`config.mk`:
```
export PLATFORM = sky130hd
export DESIGN_NAME = ext_periph_obi_demux
export DESIGN_NICKNAME = d
export VERILOG_FILES = /design/src/rtl/ext_periph_obi_demux.sv
export SDC_FILE = /design/constraint.sdc
export NUM_CORES = 1
export LEC_CHECK = 0
export ABC_AREA = 0
export BUFFER_PORTS_ARGS = -buffer_cell sky130_fd_sc_hd__buf_4
export CORE_AREA = 2 2 242 244
export CTS_CLUSTER_DIAMETER = 120
export DETAILED_ROUTE_END_ITERATION = 16
export DIE_AREA = 0 0 244 246
export PLACE_DENSITY = 0.32
export SYNTH_ARGS = -nofsm -noshare
export SYNTH_HDL_FRONTEND = slang
export SYNTH_SLANG_ARGS = --single-unit
```
`constraint.sdc`:
```
create_clock -name clk_i -period 6.09 [get_ports clk_i]
set_input_delay 0.9135 -clock clk_i [delete_from_list [all_inputs] [get_ports clk_i]]
set_output_delay 0.9135 -clock clk_i [all_outputs]
set_load 0.05 [all_outputs]
```
`src/rtl/ext_periph_obi_demux.sv`:
```
// Purpose : OBI 1-to-NPORTS address demux for external peripherals with
//           in-order response tracking (FIFO of granted port indices).
// Latency : zero added cycles on request and response paths (both combinational).
// Backpressure: m_gnt_o drops while the tracking FIFO is full, while the target
//           differs from the youngest outstanding port, or when the slave withholds gnt.
//
// Ports:
//   clk_i, rst_ni        clock, synchronous active-low reset
//   m_*                  master side OBI (req/we/be/addr/wdata -> gnt/rvalid/rdata)
//   s_req_o              per-port request, only the decoded port and only when admissible
//   s_we_o/be_o/addr_o/wdata_o  per-port copies of the master request (zero while m_req_i low)
//   s_gnt_i/rvalid_i/rdata_i    per-port grant and response
//
// Optional feature: define EXT_PERIPH_DEMUX_ERR_RESP_EN to build an internal error
// responder that answers unmapped addresses with 32'hBADACCE5 one cycle after grant.
// Without it, unmapped addresses are routed to port 0.

package ext_periph_obi_demux_pkg;

  typedef struct packed {
    logic [31:0] idx;
    logic [31:0] start_addr;
    logic [31:0] end_addr;
  } addr_map_rule_t;

  localparam logic [31:0] EXT_PERIPHERAL_START_ADDRESS = 32'h2000_0000;
  localparam int unsigned EXT_PERIPH_NPORTS = 5;

  // Testharness map: five consecutive 4 KiB windows.
  localparam addr_map_rule_t [EXT_PERIPH_NPORTS-1:0] EXT_PERIPH_RULES = '{
    '{idx: 32'd4, start_addr: EXT_PERIPHERAL_START_ADDRESS + 32'h4000,
                  end_addr:   EXT_PERIPHERAL_START_ADDRESS + 32'h5000},
    '{idx: 32'd3, start_addr: EXT_PERIPHERAL_START_ADDRESS + 32'h3000,
                  end_addr:   EXT_PERIPHERAL_START_ADDRESS + 32'h4000},
    '{idx: 32'd2, start_addr: EXT_PERIPHERAL_START_ADDRESS + 32'h2000,
                  end_addr:   EXT_PERIPHERAL_START_ADDRESS + 32'h3000},
    '{idx: 32'd1, start_addr: EXT_PERIPHERAL_START_ADDRESS + 32'h1000,
                  end_addr:   EXT_PERIPHERAL_START_ADDRESS + 32'h2000},
    '{idx: 32'd0, start_addr: EXT_PERIPHERAL_START_ADDRESS + 32'h0000,
                  end_addr:   EXT_PERIPHERAL_START_ADDRESS + 32'h1000}
  };

endpackage

module ext_periph_obi_demux
  import ext_periph_obi_demux_pkg::*;
#(
  parameter int unsigned NPORTS          = 5,
  parameter int unsigned MAX_OUTSTANDING = 2,
  parameter addr_map_rule_t [NPORTS-1:0] ADDR_RULES = EXT_PERIPH_RULES
) (
  input  logic                     clk_i,
  input  logic                     rst_ni,
  input  logic                     m_req_i,
  input  logic                     m_we_i,
  input  logic [3:0]               m_be_i,
  input  logic [31:0]              m_addr_i,
  input  logic [31:0]              m_wdata_i,
  output logic                     m_gnt_o,
  output logic                     m_rvalid_o,
  output logic [31:0]              m_rdata_o,
  output logic [NPORTS-1:0]        s_req_o,
  output logic [NPORTS-1:0]        s_we_o,
  output logic [NPORTS-1:0][3:0]   s_be_o,
  output logic [NPORTS-1:0][31:0]  s_addr_o,
  output logic [NPORTS-1:0][31:0]  s_wdata_o,
  input  logic [NPORTS-1:0]        s_gnt_i,
  input  logic [NPORTS-1:0]        s_rvalid_i,
  input  logic [NPORTS-1:0][31:0]  s_rdata_i
);

  // Port index width leaves room for index NPORTS (the error responder).
  localparam int unsigned PW = $clog2(NPORTS + 1);
  localparam int unsigned AW = (MAX_OUTSTANDING > 1) ? $clog2(MAX_OUTSTANDING) : 1;
  localparam int unsigned CW = $clog2(MAX_OUTSTANDING + 1);
  localparam logic [AW-1:0] LAST_PTR = AW'(MAX_OUTSTANDING - 1);

`ifdef EXT_PERIPH_DEMUX_ERR_RESP_EN
  localparam logic [PW-1:0] ERR_PORT = PW'(NPORTS);
  logic r_err_pend;
`endif

  logic [PW-1:0] r_fifo [0:MAX_OUTSTANDING-1];
  logic [AW-1:0] r_wr_ptr;
  logic [AW-1:0] r_rd_ptr;
  logic [CW-1:0] r_count;
  logic [PW-1:0] r_last;      // port of the youngest entry, valid while r_count != 0

  logic          w_hit;
  logic [PW-1:0] w_sel;
  logic [PW-1:0] w_head;
  logic          w_head_vld;
  logic [31:0]   w_head_dat;
  logic          w_pop;
  logic          w_push;
  logic [CW-1:0] w_cnt_after;
  logic          w_admit;
  logic          w_sel_gnt;

  function automatic logic [AW-1:0] f_next(input logic [AW-1:0] p);
    return (p == LAST_PTR) ? '0 : p + 1'b1;
  endfunction

  // Address decode: iterate downwards so the lowest matching rule wins.
  always_comb begin
    w_hit = 1'b0;
    w_sel = '0;
    for (int i = NPORTS - 1; i >= 0; i--) begin
      if (m_addr_i >= ADDR_RULES[i].start_addr && m_addr_i < ADDR_RULES[i].end_addr) begin
        w_hit = 1'b1;
        w_sel = PW'(i);
      end
    end
`ifdef EXT_PERIPH_DEMUX_ERR_RESP_EN
    if (!w_hit) w_sel = ERR_PORT;
`else
    if (!w_hit) w_sel = '0;   // unmapped traffic falls through to port 0
`endif
  end

  // Response path: only the port at the FIFO head may complete a transaction.
  assign w_head = r_fifo[r_rd_ptr];

  always_comb begin
    w_head_vld = 1'b0;
    w_head_dat = '0;
    if (r_count != '0) begin
      for (int i = 0; i < NPORTS; i++) begin
        if (w_head == PW'(i)) begin
          w_head_vld = s_rvalid_i[i];
          w_head_dat = s_rdata_i[i];
        end
      end
`ifdef EXT_PERIPH_DEMUX_ERR_RESP_EN
      if (w_head == ERR_PORT) begin
        w_head_vld = r_err_pend;
        w_head_dat = 32'hBADA_CCE5;
      end
`endif
    end
  end

  assign w_pop      = w_head_vld;
  assign m_rvalid_o = w_head_vld;
  assign m_rdata_o  = w_head_vld ? w_head_dat : 32'h0;

  // Admission looks at the occupancy after this cycle's pop, so a slot freed by
  // a response can be reused in the same cycle (full FIFO with pop included).
  assign w_cnt_after = r_count - CW'(w_pop);
  assign w_admit     = m_req_i
                    && (w_cnt_after < CW'(MAX_OUTSTANDING))
                    && ((w_cnt_after == '0) || (w_sel == r_last));

  always_comb begin
    w_sel_gnt = 1'b0;
    for (int i = 0; i < NPORTS; i++) begin
      if (w_sel == PW'(i)) w_sel_gnt = s_gnt_i[i];
    end
`ifdef EXT_PERIPH_DEMUX_ERR_RESP_EN
    if (w_sel == ERR_PORT) w_sel_gnt = 1'b1;
`endif
  end

  assign m_gnt_o = w_admit && w_sel_gnt;
  assign w_push  = m_gnt_o;

  // Request fan-out; the broadcast copies are zeroed while no request is presented.
  always_comb begin
    s_req_o   = '0;
    s_we_o    = '0;
    s_be_o    = '0;
    s_addr_o  = '0;
    s_wdata_o = '0;
    for (int i = 0; i < NPORTS; i++) begin
      s_req_o[i] = w_admit && (w_sel == PW'(i));
      if (m_req_i) begin
        s_we_o[i]    = m_we_i;
        s_be_o[i]    = m_be_i;
        s_addr_o[i]  = m_addr_i;
        s_wdata_o[i] = m_wdata_i;
      end
    end
  end

  // FIFO state. Entry storage and r_last need no reset: both are only read while
  // r_count is non-zero.
  always_ff @(posedge clk_i) begin
    if (!rst_ni) begin
      r_count  <= '0;
      r_wr_ptr <= '0;
      r_rd_ptr <= '0;
    end else begin
      if (w_push) begin
        r_fifo[r_wr_ptr] <= w_sel;
        r_last           <= w_sel;
        r_wr_ptr         <= f_next(r_wr_ptr);
      end
      if (w_pop) begin
        r_rd_ptr <= f_next(r_rd_ptr);
      end
      case ({w_push, w_pop})
        2'b10:   r_count <= r_count + 1'b1;
        2'b01:   r_count <= r_count - 1'b1;
        default: r_count <= r_count;
      endcase
    end
  end

`ifdef EXT_PERIPH_DEMUX_ERR_RESP_EN
  // The error responder answers every grant exactly one cycle later. Ordering
  // guarantees its entry is at the head by then.
  always_ff @(posedge clk_i) begin
    if (!rst_ni) begin
      r_err_pend <= 1'b0;
    end else begin
      r_err_pend <= w_push && (w_sel == ERR_PORT);
    end
  end
`endif

endmodule

```
==> reports/metrics.yaml, run 1 <==
num_rows: 88
status: "complete, no violations"
clk_latency_ns: 0.24
synth_seq_cells: 14
core_area_um2: 57400
drive_above_1_share_pct: 67.6
max_freq_mhz: 207
antenna_left: 0
initial_core_util_pct: 7.95
cp.required_ns: 5.18
synthDominantCellAreaShare_pct: 45.4
slowest_stage: "dfxtp_1"
die_w_um: 244
pwr-share-seq_pct: 8.5
fin_nets: 1202
slew_headroom_pct: 45.3
grt_pass1_wl_um: 35000
net-switching-power_mw: 0.891
critPathTopFamily: "buffers and inverters"
final_cell_mix: "buf_4, and2_1, nor2_1, nand2_1"
rsz0062_at_grt: "no"
setup_viol: 0
path_buf_inv: 4
utilization_pct: 14.3
synth_top_cell_by_area: "buf_4"
cp_common_cell: "buf_4"
slowest_delay_ns: 0.47
cts-root-buf: "clkbuf_16"
die_area_um2: 60000
cts_sinks: 14
viasPerCell: 3.06
die_h_um: 246
start_kind: "flop"
grt_max_degree: 46
period_share_pct: 79.2
drc: 0
cts_setup_buffers: 0
comb_power_share_pct: 83.5
first_pass_iters: 5
synth.area.top_cells: "buf_4, and2_1, mux2i_1"
antenna_cells: 0
final-hold-violation-count: 0
cts_hold_buf: 0
cp_max_fo: 35
layout_commonest_cell: "buf_4"
swShare_pct: 59.3
yosysWarnings: 0
area.growth.synth_to_final_pct: 79.8
synth_cell_types: 39
ios: 626
dp_hpwl_um: 23100
clk_pin_slew_ns: 0.04
antenna_found_initial: 0
power_frac_clock_pct: 8.0
critical_path_class: "reg -> out"
cts_tree: "yes"
slew_violations: 0
wl_um: 26500
cp_data_arrival_time_ns: 3.91
finClkSkew_ns: 0.00189
worst_slew_pin_slew_ns: 0.812
place_congestion: 0.723
synth_area_um2: 4560
cts_buffer_depth: 2
internal_power_mw: 0.610
drt_iter0_drc: 258
port_buffers: 625
holdCritPathClass: "reg -> reg"
grt_overflow: 0
ys_seq_area_share_pct: 8.12
p_leak_nw: 4.08
syn-mean-instance-area_um2: 7.27
syn_inst: 627
cts_resized: 0
cap_violations: 0
syn-num-nets: 871
irDropWorstVdd_uv: 77.1
fin_setup_tns_ns: 0
power_density_nw_per_um2: 183
numCtsBuffers: 3
path_cells: "mux2i_4 > buf_4 > and3b_1 > buf_4 > a22o_1 > o221ai_4 > inv_2 > ha_1 > xnor2_1 > nand2_1 > nor3_1 > a31oi_2 > nor2_1 > buf_4"
wire_per_inst_um: 15.4
groute.usage.overall_pct: 7.80
vias: 5275
end_kind: "output pin"
grt_pass1_vias: 5103
ctsHtreeMaxLevel: 1
layout_min_cycle_time_ns: 4.83
## area by class of cell
type,instances,area [um2]
fillers,6591,49200
repair buffers,634,4760
multi-input cells,300,2010
well taps,765,957
flip-flops and latches,14,370
clock buffers,3,75.1
inverters,5,18.8
clock inverters,1,3.75
## synthesized netlist by cell type (all sizes together)
library cell,count
mux2i,36
o21bai,1
nand3,2
nor4b,1
o2bb2ai,1
or2,1
nand2b,2
or3,1
a22o,1
xnor2,5
o22a,1
o31a,1
nor2,42
and3b,1
clkbuf,29
a21oi,3
inv,5
mux2,1
and2,71
and3,2
nor4,6
a31oi,1
dfxtp,5
ha,2
o221ai,2
edfxtp,9
nor3b,5
xor2,2
nor3,6
nand2,37
o21ai,34
buf,279
a222oi,32
## through the flow
step	setup slack [ns]	cells	power, mW	cell area, um2	hold slack [ns]
2_1_floorplan	1.14	627	1.05	4560	0.451
3_3_place_gp	1.45	1718	1.40	8120	0.475
3_5_place_dp	1.38	1718	1.40	8120	0.479
4_1_cts	1.13	1722	1.52	8200	0.487
5_1_grt	0.852	1722	1.58	8200	0.506
6_report	1.26	1722	1.50	8200	0.480
## power groups by stage
| stage | clock network [mW] | registers, mW | logic [mW] |
|---|---|---|---|
| 3_3_place_gp | 0 | 0.130 | 1.27 |
| 5_1_grt | 0.129 | 0.130 | 1.32 |
| 2_1_floorplan | 0 | 0.123 | 0.928 |
| 6_report | 0.119 | 0.128 | 1.25 |
| 4_1_cts | 0.123 | 0.129 | 1.27 |
| 3_5_place_dp | 0 | 0.131 | 1.27 |
## kinds of logic after synthesis
kind of cell               share of synthesized area, %
AOI/OAI and AO/OA                                  12.8
muxes                                              8.23
DFF                                                8.12
adders and majority gates                         0.549
buffers and inverters                              48.6
xor gates and xnor gates                           1.34
and+or+nand+nor                                    20.4
## worst register-to-register path, cell delays in order, from the launching register on
cell      delay, ns
dfxtp_1        0.47
mux2i_4        0.27
buf_4          0.42
and3b_1        0.25
buf_4          0.36
a22o_1         0.29
o221ai_4       0.12
inv_2          0.10
ha_1           0.16
xnor2_1        0.14
nand2_1        0.07
nor3_1         0.18
a31oi_2        0.24
nor2_1         0.32
inv_1          0.08
ha_1           0.34
or3_1          0.36
a21oi_1        0.14
## state kept, by name, summed over array words and instances (netlist names), named ones only
| register | cells |
|---|---|
| r_rd_ptr | 1 |
| r_last | 3 |
| r_count | 2 |
| r_fifo | 6 |
| r_wr_ptr | 1 |
## per-layer routing
metal | wire length, um | vias to the layer above | global-route usage [%] | share of wire [%]
li1 | - | 2503 | - | -
met1 | 9220 | 2427 | 8.07 | 35
met2 | 15100 | 333 | 16.0 | 57
met3 | 2030 | 12 | 1.85 | 7.7
met4 | 206 | 0 | 0.897 | 0.78
met5 | 0 | - | 0 | 0
## final timing paths
check / from / to / slack, ns / cells past startpoint
worst max-delay path: flop / m_gnt_o / 1.26 / 14
worst min-delay path: r_wr_ptr$_SDFFE_PN0P_ / r_wr_ptr$_SDFFE_PN0P_ / 0.48 / 2
worst max register to register: flop / r_count[1]$_SDFFE_PN0P_ / 1.71 / 17
worst min register to register: r_wr_ptr$_SDFFE_PN0P_ / r_wr_ptr$_SDFFE_PN0P_ / 0.48 / 2
Note: power is estimated with default switching activity, not from simulation.
==> run 2: changes to the inputs <==
ABC_AREA = 1   (was 0)
CORE_AREA = 2 2 244 246   (was 2 2 242 244)
DIE_AREA = 0 0 246 248   (was 0 0 244 246)
PLACE_DENSITY = 0.34   (was 0.32)
clock period = 4.3 ns   (was 6.09 ns; I/O delays follow)
==> run 2 against run 1 <==
  * Critical path depth down 1
  * Sequential cell count unchanged
  * Global-route usage rose by 0.50 points
  * Non-clock buffer count unchanged
  * Sequential power grew 45%
  * Power up 59%
  * Cell count grew 12%
  * Die area rose by 1.6%
  * Clock skew grew 0.0046 ns
==> reports/metrics.yaml, run 2 <==
area.growth.synth_to_final_pct: 72.1
irDropWorstVdd_uv: 137  # +77%
port_buffers: 625  # unchanged
cts_resized: 0  # unchanged
grt_pass1_vias: 5915  # +16%
grt_util_met3_pct: 1.75  # -0.10 points
grt_pass1_wl_um: 38000  # +8.8%
clk_pin_slew_ns: 0.04  # about the same
p_leak_nw: 4.87  # +20%
syn_inst: 833  # +33%
slew_violations: 0  # unchanged
synthFlopType: "edfxtp_1"
grt_max_degree: 45  # -2.2%
max_freq_mhz: 257
period_share_pct: 90.4
cp.required_ns: 3.65  # -1.53 ns
cts_sinks: 14  # unchanged
cp_data_arrival_time_ns: 3.24  # -0.67 ns
cts_buffer_depth: 2  # unchanged
antenna_found_initial: 2  # +2
die_area_um2: 61000  # +1.6%
drc: 0  # unchanged
globalRouteMet2Util_pct: 15.3  # -0.70 points
first_pass_iters: 6  # +1
status: "complete, no violations"
place_congestion: 0.738  # +2.1%
synthDominantCellAreaShare_pct: 41.5  # -4.0 points
fill_cells: 6773  # +2.8%
synthArstFlopShare_pct: 0  # unchanged
cp_max_fo: 30  # -14%
end_kind: "output pin"
synth_area_um2: 5000  # +9.6%
cts_tree: "yes"
rsz0062_at_grt: "no"
use_met1_pct: 9.94  # +1.9 points
vias: 6247  # +18%
reg.largest.list: "r_fifo x6, r_last x3, r_count x2"
critical_path_class: "reg -> out"
slew_headroom_pct: 47.1  # +1.8 points
yosys.cell_count.top_type: "buf_4"
dp_hpwl_um: 24900  # +8.2%
synth_cell_types: 34  # -13%
ios: 626  # unchanged
ctsHtreeMaxLevel: 1  # unchanged
yosysWarnings: 0  # unchanged
synth.area.top_cells: "buf_4, nand2_1, nand3_1"
drive_above_1_share_pct: 56.8  # -11 points
num_rows: 89  # +1.1%
finClkSkew_ns: 0.00651  # +0.00462 ns
largest-register: "r_fifo"
layout_commonest_cell: "buf_4"
power_density_nw_per_um2: 277  # +51%
fin_setup_tns_ns: 0  # unchanged
busiest_layer: "met2"
ys_seq_area_share_pct: 7.41  # -0.71 points
viasPerCell: 3.23  # +5.6%
numCtsBuffers: 3  # unchanged
synth_seq_cells: 14  # unchanged
setup_viol: 0  # unchanged
synth_common_cells: "buf_4, nand2_1, inv_1, nand3_1, nor2_1"
groute.usage.overall_pct: 8.30  # +0.50 points
die_w_um: 246  # +0.82%
fin_nets: 1403  # +17%
syn-mean-instance-area_um2: 6.00  # -18%
wl_um: 28500  # +7.5%
largest_reg_flops: 6  # unchanged
syn-num-nets: 1077  # +24%
initial_core_util_pct: 8.55  # +0.60 points
antenna_left: 0  # unchanged
core_area_um2: 58500  # +1.9%
utilization_pct: 14.7  # +0.42 points
grt_overflow: 0  # unchanged
final-hold-violation-count: 0  # unchanged
cts-root-buf: "clkbuf_16"
synth_top_cell_by_area: "buf_4"
cts_setup_buffers: 0  # unchanged
worst_slew_pin_slew_ns: 0.791  # -0.0218 ns
layout_min_cycle_time_ns: 3.89
synth_edf_count: 9  # unchanged
drt_iter0_drc: 178  # -31%
start_kind: "flop"
die_h_um: 248  # +0.81%
clk_latency_ns: 0.24  # about the same
holdCritPathClass: "reg -> reg"
final_cell_mix: "buf_4, nand2_1, inv_1, nand3_1, nor2_1"
wire_per_inst_um: 14.8  # -4.2%
cap_violations: 0  # unchanged
cts_hold_buf: 0  # unchanged
run 2: cell families after synthesis:
group / after synthesis / share of synthesized area (%)
and+or+nand+nor: 347 / 31.5
buffers and inverters: 417 / 52.5
adders and majority gates: 2 / 0.501
AOI/OAI and AO/OA: 53 / 8.09
DFF: 14 / 7.41
run 2: final timing paths:
path              slack, ns  cells past startpoint                       to                    from
setup / recovery       0.41                     13               s_req_o[0]  r_fifo[0][0]$_DFFE_PP_
hold / removal         0.46                      1    r_rd_ptr$_SDFFE_PN0P_   r_rd_ptr$_SDFFE_PN0P_
setup reg to reg       0.75                     18  r_count[1]$_SDFFE_PN0P_  r_fifo[0][0]$_DFFE_PP_
hold reg to reg        0.46                      1    r_rd_ptr$_SDFFE_PN0P_   r_rd_ptr$_SDFFE_PN0P_
run 2: power by group:
part	leakage (nW)	total (mW)	internal [mW]	switching [mW]
Clock	0.0385	0.175	0.123	0.0523
Sequential	0.121	0.185	0.166	0.0192
Combinational	4.71	2.02	0.599	1.42
Total	4.87	2.38	0.887	1.49
run 2: routing by layer:
metal  vias up  share of wire, %
met5         -             0.035
met4         2               1.1
met3        18               7.3
met2       329                51
met1      2857                40
li1       3041                 -
run 2: stage by stage:
stage | instance area, um2 | instances | hold slack [ns] | worst slack (ns) | power [mW]
floorplan | 5000 | 833 | 0.431 | 0.466 | 1.68
global placement | 8520 | 1927 | 0.447 | 0.647 | 2.24
detailed placement | 8520 | 1927 | 0.451 | 0.644 | 2.23
CTS | 8600 | 1931 | 0.456 | 0.365 | 2.41
global route | 8600 | 1931 | 0.482 | 0.0478 | 2.53
finish | 8600 | 1932 | 0.458 | 0.411 | 2.38
run 2: cell type report:
| class | count | area (um2) | area share (%) |
|---|---|---|---|
| multi-input combinational | 402 | 2030 | 23.6 |
| antenna | 1 | 2.50 | 0.0291 |
| clock buffer | 3 | 75.1 | 0.873 |
| tap | 773 | 967 | 11.2 |
| sequential | 14 | 370 | 4.31 |
| clock inverter | 1 | 3.75 | 0.0437 |
| inverter | 104 | 390 | 4.54 |
| timing repair buffer | 634 | 4760 | 55.4 |
run 2: worst max-delay path, cell delays in order, from the launching register on:
cell,delay (ns)
edfxtp_1,0.41
o21ai_4,0.66
nor2_2,0.09
nand2_1,0.09
nand3_1,0.09
a211oi_1,0.32
nor3_4,0.13
ha_1,0.24
nand2_1,0.07
nand2_1,0.05
nor2_1,0.17
nand2_1,0.22
nor4_2,0.22
buf_4,0.25
==> run 3: changes to the inputs <==
MAX_ROUTING_LAYER = met4   (was unset)
==> run 3 against run 2 <==
  * First-iteration DRC count grew 11%
  * Via count grew 0.14%
  * Sequential power is essentially flat
  * Clock skew grew 0.0013 ns
  * Sequential cell count is the same
  * Critical path type unchanged
  * Largest power group unchanged
  * Highest routed layer is now met4
==> reports/metrics.yaml, run 3 (same netlist as run 2, synthesis figures left out) <==
worst_hold_path.num_cells: 1  # unchanged
hold_start: "r_rd_ptr$_SDFFE_PN0P_"
worst_slew_pin_slew_ns: 0.796  # +0.00538 ns
path_buf_inv: 1  # unchanged
period_share_pct: 90.1  # -0.34 points
drc: 0  # unchanged
cp_max_fo: 30  # unchanged
grt_pass1_wl_um: 38000  # -0.16%
die_h_um: 248  # unchanged
cts_sinks: 14  # unchanged
numCtsBuffers: 3  # unchanged
final_cell_area_um2: 8600  # about the same
power_frac_clock_pct: 7.4  # about the same
port_buffers: 625  # unchanged
ff2ff_setup_slack_ns: 0.76  # about the same
cp_common_cell: "nand2_1"
wl_um: 28400  # -0.20%
largest_reg_flops: 6  # unchanged
cts_setup_buffers: 0  # unchanged
antenna_left: 0  # unchanged
initial_core_util_pct: 8.55  # unchanged
grt_max_degree: 45  # unchanged
fin_setup_tns_ns: 0  # unchanged
ios: 626  # unchanged
rr_startpoint: "r_fifo[0][0]$_DFFE_PP_"
groute.usage.overall_pct: 8.54  # +0.24 points
viasPerCell: 3.24  # about the same
irDropWorstVdd_uv: 137  # about the same
setup_viol: 0  # unchanged
dpl_cell_area_um2: 8520  # unchanged
num_rows: 89  # unchanged
ff2ff_path_depth: 18  # unchanged
place_congestion: 0.748  # +1.2%
cts_buffer_depth: 2  # unchanged
end_kind: "output pin"
antenna_found_initial: 2  # unchanged
pwr-share-seq_pct: 7.8  # about the same
drive_above_1_share_pct: 56.8  # unchanged
finClkSkew_ns: 0.00781  # +0.00130 ns
first_pass_iters: 4  # -2
layout_commonest_cell: "buf_4"
internal_power_mw: 0.887  # about the same
cp_data_arrival_time_ns: 3.23  # about the same
reg.largest.list: "r_fifo x6, r_last x3, r_count x2"
core_area_um2: 58500  # unchanged
slowest_stage: "o21ai_4"
slowest_delay_ns: 0.66  # about the same
comb_power_share_pct: 84.8  # about the same
fin_nets: 1403  # unchanged
clk_pin_slew_ns: 0.04  # about the same
critPathTopFamily: "simple AND/OR/NAND/NOR gates"
swShare_pct: 62.7  # about the same
cts_resized: 0  # unchanged
holdPathEnd: "r_rd_ptr$_SDFFE_PN0P_"
slew_violations: 0  # unchanged
cts-root-buf: "clkbuf_16"
wire_per_inst_um: 14.7  # -0.26%
p_leak_nw: 4.87  # about the same
cp.required_ns: 3.65  # about the same
layout_min_cycle_time_ns: 3.87  # -0.0146 ns
critical_path_class: "reg -> out"
cp.depth: 13  # unchanged
die_area_um2: 61000  # unchanged
cts_hold_buf: 0  # unchanged
net-switching-power_mw: 1.49  # about the same
area.growth.synth_to_final_pct: 72.1  # about the same
clk_latency_ns: 0.25  # about the same
drt_iter0_drc: 197  # +11%
reg2reg_to: "r_count[1]$_SDFFE_PN0P_"
path_cells: "o21ai_4 > nor2_2 > nand2_1 > nand3_1 > a211oi_1 > nor3_4 > ha_1 > nand2_1 > nand2_1 > nor2_1 > nand2_1 > nor4_2 > buf_4"
grt_pass1_vias: 5915  # unchanged
status: "complete, no violations"
start_kind: "flop"
vias: 6256  # +0.14%
cap_violations: 0  # unchanged
ctsHtreeMaxLevel: 1  # unchanged
holdCritPathClass: "reg -> reg"
largest-register: "r_fifo"
grt_overflow: 0  # unchanged
final_cell_mix: "buf_4, nand2_1, inv_1, nand3_1, nor2_1"
final-hold-violation-count: 0  # unchanged
dp_hpwl_um: 24900  # unchanged
rsz0062_at_grt: "no"
power_density_nw_per_um2: 277  # about the same
max_freq_mhz: 258  # +0.38%
slew_headroom_pct: 46.7  # -0.36 points
die_w_um: 246  # unchanged
cts_tree: "yes"
==> run 3: cell count changes in the layout (fill, tap and decap cells not counted), sizes merged <==
cell	change
diode	+1
==> run 3: layout make-up <==
class                           instances  area (um2)
Sequential cell                        14         370
Inverter                              104         390
Clock inverter                          1        3.75
Antenna cell                            2        5.00
Fill cell                            6773       49900
Multi-Input combinational cell        402        2030
Timing Repair Buffer                  634        4760
Clock buffer                            3        75.1
Tap cell                              773         967
==> run 3: worst max-delay path by stage <==
| stage | from | end | slack (ns) |
|---|---|---|---|
| finish | r_fifo[0][0]$_DFFE_PP_ | s_req_o[0] | 0.43 |
| floorplan | flop | s_req_o[0] | 0.47 |
| CTS | r_fifo[0][0]$_DFFE_PP_ | s_req_o[0] | 0.36 |
| detailed placement | r_fifo[0][0]$_DFFE_PP_ | s_req_o[0] | 0.64 |
| global route | r_fifo[0][0]$_DFFE_PP_ | s_req_o[0] | 0.05 |
| global placement | r_fifo[0][0]$_DFFE_PP_ | s_req_o[0] | 0.65 |
==> run 3: power groups by stage <==
stage          logic, mW  clock network, mW  registers, mW
2_1_floorplan       1.50                  0          0.177
3_3_place_gp        2.05                  0          0.187
3_5_place_dp        2.04                  0          0.188
4_1_cts             2.05              0.180          0.185
5_1_grt             2.16              0.185          0.187
6_report            2.02              0.176          0.185
==> run 3: stage by stage <==
step	total power [mW]	std cells	setup slack, ns	hold WS (ns)	utilization [%]
6_report	2.38	1933	0.426	0.456	14.7
5_1_grt	2.53	1933	0.0479	0.482	14.7
4_1_cts	2.41	1931	0.365	0.456	14.7
3_5_place_dp	2.23	1927	0.644	0.451	14.6
3_3_place_gp	2.24	1927	0.647	0.447	14.6
2_1_floorplan	1.68	833	0.466	0.431	-
==> run 3: routing by layer <==
| layer | routed length [um] | track usage, % | vias to the layer above |
|---|---|---|---|
| met3 | 1910 | 1.67 | 18 |
| met4 | 288 | 1.28 | 0 |
| met5 | 0 | - | - |
| met1 | 11600 | 9.98 | 2864 |
| li1 | - | - | 3041 |
| met2 | 14600 | 15.3 | 333 |
